`src/rtl/_demux4_reg.sv`:
```
// ============================================================================
//  Module      : _demux4_reg
//  Description : Registered 1-to-4 demultiplexer. One word per cycle on a
//                valid/ready input is steered by a 2-bit select into one of
//                four single-entry output slots, each with its own
//                valid/ready handshake. Output data comes only from registers.
//  Revision    : 1.0 - initial release
// ============================================================================
`default_nettype none

module _demux4_reg #(
    parameter int N = 8
) (
    input  logic         clk,
    input  logic         rst,
    input  logic         in_valid,
    output logic         in_ready,
    input  logic [1:0]   in_sel,
    input  logic [N-1:0] in_data,
    output logic [3:0]   out_valid,
    input  logic [3:0]   out_ready,
    output logic [N-1:0] out0_data,
    output logic [N-1:0] out1_data,
    output logic [N-1:0] out2_data,
    output logic [N-1:0] out3_data,
    output logic [3:0]   pending
);

    logic [3:0]   r_valid;
    logic [N-1:0] r_data [4];
    logic         w_in_ready;
    logic         w_in_xfer;

    // The selected slot can take a word if it is empty or draining this cycle;
    // in_valid is deliberately not part of this term.
    always_comb begin
        w_in_ready = ~rst & (~r_valid[in_sel] | out_ready[in_sel]);
        w_in_xfer  = in_valid & w_in_ready;
    end

    generate
        for (genvar g = 0; g < 4; g++) begin : g_ch
            // Per-channel slot: a fill wins over a drain so a draining slot
            // is refilled on the same edge without a bubble.
            always_ff @(posedge clk) begin
                if (rst) begin
                    r_valid[g] <= 1'b0;
                    r_data[g]  <= '0;
                end else if (w_in_xfer && (in_sel == 2'(g))) begin
                    r_valid[g] <= 1'b1;
                    r_data[g]  <= in_data;
                end else if (r_valid[g] && out_ready[g]) begin
                    r_valid[g] <= 1'b0;
                end
            end
        end
    endgenerate

    assign in_ready  = w_in_ready;
    assign out_valid = r_valid;
    assign pending   = r_valid;
    assign out0_data = r_data[0];
    assign out1_data = r_data[1];
    assign out2_data = r_data[2];
    assign out3_data = r_data[3];

endmodule

`default_nettype wire

```
`config.mk`:
```
export PLATFORM = sky130hd
export DESIGN_NAME = _demux4_reg
export DESIGN_NICKNAME = d
export VERILOG_FILES = /design/src/rtl/_demux4_reg.sv
export SDC_FILE = /design/constraint.sdc
export NUM_CORES = 1
export LEC_CHECK = 0
export CORE_ASPECT_RATIO = 0.8
export CORE_MARGIN = 4
export CORE_UTILIZATION = 34
export CTS_CLUSTER_SIZE = 10
export DETAILED_ROUTE_END_ITERATION = 8
export GPL_ROUTABILITY_DRIVEN = 0
export PLACE_DENSITY = 0.63
export SLEW_MARGIN = 20
export SYNTH_ARGS = -nofsm -noshare
export SYNTH_HDL_FRONTEND = slang
export SYNTH_SLANG_ARGS = --single-unit
```
`constraint.sdc`:
```
create_clock -name clk -period 3.3 [get_ports clk]
set_input_delay 0.33 -clock clk [delete_from_list [all_inputs] [get_ports clk]]
set_output_delay 0.33 -clock clk [all_outputs]
set_load 0.005 [all_outputs]
```
==> impl_metrics.py <==
metrics = {
    "outcome": {
        "status": "finished clean",
    },
    "setup_path": {
        "worstPathRequired_ps": 2970,
        "crit_family": "buffers and inverters",
        "cp_num_buf_inv": 2,
        "worstSetupPathType": "in -> out",
        "cp_max_fo": 7,
        "reg2reg_to": "r_data[3][7]$_SDFFCE_PN0P_",
        "cpMaxStageDelayCell": "clkdlybuf4s50_1",
        "worst_setup_path_start_kind": "primary input",
        "cp-endpoint": "in_ready",
        "arrival_ps": 2080,
        "cp_cell_sequence": "clkdlybuf4s50_1 > nor2b_1 > a311o_1 > a21oi_1 > clkdlybuf4s50_1",
        "cp-end-kind": "output port",
        "cpMostUsedCell": "clkdlybuf4s50_1",
        "r2r_start": "out_valid[3]$_SDFFE_PP0P_",
        "cp_num_cells": 5,
        "startpoint": "in_sel[1]",
        "ff2ff_setup_slack_ps": 2020,
        "max_stage_delay_ps": 530,
        "r2r_cells": 3,
    },
    "drt": {
        "first_iter_violations": 66,
        "via_per_inst": 4.453,
        "wl_per_cell_um": 14.41,
        "routed.top_layer": "met4",
        "wl_met3_um": 386,
        "drcViolationCount": 0,
        "ant_nets": 0,
        "wl_met2_mm": 1.437,
        "wl_met1_mm": 1.386,
        "drtPass1Iterations": 4,
        "vias": 1002,
        "wl_mm": 3.242,
    },
    "power_and_ir_drop": {
        "seqPwrFrac_pct": 56.8,
        "irDropWorstVdd_v": 0.0002228,
        "p_int_mw": 0.7245,
        "pwr-share-comb_pct": 11.6,
        "p_clk_share_pct": 31.6,
        "swShare_pct": 21.35,
        "p_per_area_nw_per_um2": 443.3,
        "leakage_nw": 0.7421,
        "p_sw_mw": 0.1967,
    },
    "global_route": {
        "grt_pass1_vias": 1090,
        "grt_usage_pct": 13.69,
        "grt_max_degree": 11,
        "grt_overflow": 0,
        "grt_antenna_before_repair": 0,
        "grt_pass1_wl_mm": 5.147,
    },
    "timing": {
        "slew_headroom_pct": 66.20,
        "max_freq_ghz": 0.4143,
        "finalMaxSlewViolations": 0,
        "rsz0062_at_grt": "false",
        "final-setup-viol-count": 0,
        "tightest_slew_ps": 506.0,
        "hold_viol": 0,
        "final.min_clock_period_ps": 2414,
        "fin_crit_sh_pct": 73.15,
        "fin_setup_tns_ps": 0,
        "clock_skew_ps": 3.231,
        "hold_slack_ps": 575.1,
    },
    "logic_synthesis": {
        "yosys_warnings": 0,
        "avgSynthCellArea_um2": 12.60,
        "synth.net_count": 128,
        "ys_seq_area_share_pct": 74.42,
        "syn_area_um2": 1399,
        "synthCells": 111,
        "ys_ff_latch": 36,
        "synth_cell_types": 15,
    },
    "finish": {
        "register_area_um2": 1041,
        "multi_input_area_um2": 314.1,
        "syn_to_final_growth_pct": 48.57,
        "fillers": 349,
        "final_nets": 186,
        "layout-drive-gt1-share_pct": 2.941,
        "insertedDiodeCount": 0,
    },
    "die": {
        "io_pins": 58,
        "die_area_um2": 5211,
        "core_area_um2": 3879,
        "dieHeight_um": 65.37,
        "die_w_um": 79.72,
        "start_util_pct": 36.06,
        "fp-row-count": 20,
    },
    "clock_tree": {
        "post_cts_resized": 0,
        "clk_pin_slew_ps": 60,
        "numCtsBuffers": 5,
        "h-tree-depth": 2,
        "cts_tree": "yes",
        "worstSkewPairLatency_ps": 280,
        "cts_buffer_depth": 2,
        "clock-root-buffer": "clkbuf_8",
        "postCtsSetupBuffers": 0,
        "cts.hold.buffers_added": 0,
        "numClockSinks": 36,
    },
    "flow_run": {
        "cap_violations": 0,
    },
    "worst_hold_path": {
        "hold_class": "reg -> reg",
    },
    "place": {
        "portBuffers": 57,
        "hpwlAfterDp_mm": 2.505,
    },
}
-- cell families (layout without fill, tap and decap cells) --
kind of cell	after synthesis	count (layout)	share of synthesized area, %
compound gates	6	6	2.504
buf+inv	7	66	3.130
flops	36	36	74.42
mux	1	1	0.7156
simple gates	61	61	19.23
-- cells in the final DEF, fill, tap and decap left out --
cell type	Yosys	layout
nand2b_1	8	8
clkbuf_8	0	5
nor2b_1	3	3
clkinv_1	0	1
clkbuf_1	0	2
edfxtp_1	32	32
a311o_1	1	1
inv_1	1	1
nor2_1	33	33
mux2i_1	1	1
nand4_1	1	1
nand3_1	4	4
dfxtp_1	4	4
nor4b_1	1	1
a21oi_1	5	5
nand2_1	11	11
clkdlybuf4s50_1	0	57
-- power groups by stage --
stage                     Sequential [mW]  Combinational (mW)  Clock [mW]
after floorplan                     0.535              0.0326           0
after global placement              0.533               0.106           0
after detailed placement            0.534               0.108           0
after CTS                           0.524               0.109       0.299
after global routing                0.526               0.116       0.322
final                               0.524               0.107       0.291
-- synthesized netlist by cell type (all sizes together) --
cell type	n	area, um2
nand3	4	20.02
edfxtp	32	960.9
nor4b	1	8.760
buf	6	40.04
nand2	11	41.29
nand4	1	6.260
a21oi	5	25.02
nor2	33	123.9
a311o	1	10.01
nand2b	8	50.05
nor2b	3	18.77
mux2i	1	10.01
inv	1	3.750
dfxtp	4	80.08
-- stage by stage --
stage                     setup WS [ps]  util, %  instances  area (um2)  total power [mW]
after floorplan                    2036        -        111        1399            0.5680
after global placement            952.8    51.52        217        1998            0.6394
after detailed placement          906.1    51.52        217        1998            0.6417
after CTS                         883.9    53.58        225        2078            0.9313
after global routing              786.7    53.58        225        2078            0.9640
final                             886.1    53.58        225        2078            0.9212
-- final cells by class --
type	count	area share (%)
clock buffers	7	3.672
clock inverters	1	0.1806
inverters	1	0.1806
multi-input cells	68	15.11
flip-flops and latches	36	50.09
well taps	55	3.311
repair buffers	57	27.45
-- tightest hold or removal path, delay by kind of cell, from the launching register on --
kind	cells	cell delay [ps]
AND/OR/NAND/NOR	1	120
flip-flops	1	340
AO/OA/AOI/OAI	1	70
-- per-layer routing --
layer	vias up	global-route usage, %
met5	-	0
met4	0	5.150
met3	5	7.808
met2	54	21.15
met1	448	15.77
li1	495	-
-- flip-flops by register name, summed over array words and instances (netlist names) --
name / flops
r_data: 32
out_valid: 4
-- how the worst min path moves through the flow --
stage | from | slack [ps] | cells past startpoint | to
3_5_place_dp | out_valid[2]$_SDFFE_PP0P_ | 560 | 2 | out_valid[2]$_SDFFE_PP0P_
3_3_place_gp | out_valid[2]$_SDFFE_PP0P_ | 560 | 2 | out_valid[2]$_SDFFE_PP0P_
6_report | out_valid[2]$_SDFFE_PP0P_ | 580 | 2 | out_valid[2]$_SDFFE_PP0P_
2_1_floorplan | in_valid | 510 | 2 | out_valid[0]$_SDFFE_PP0P_
4_1_cts | out_valid[2]$_SDFFE_PP0P_ | 570 | 2 | out_valid[2]$_SDFFE_PP0P_
5_1_grt | out_valid[2]$_SDFFE_PP0P_ | 620 | 2 | out_valid[2]$_SDFFE_PP0P_
(Power assumes the default switching activity.)
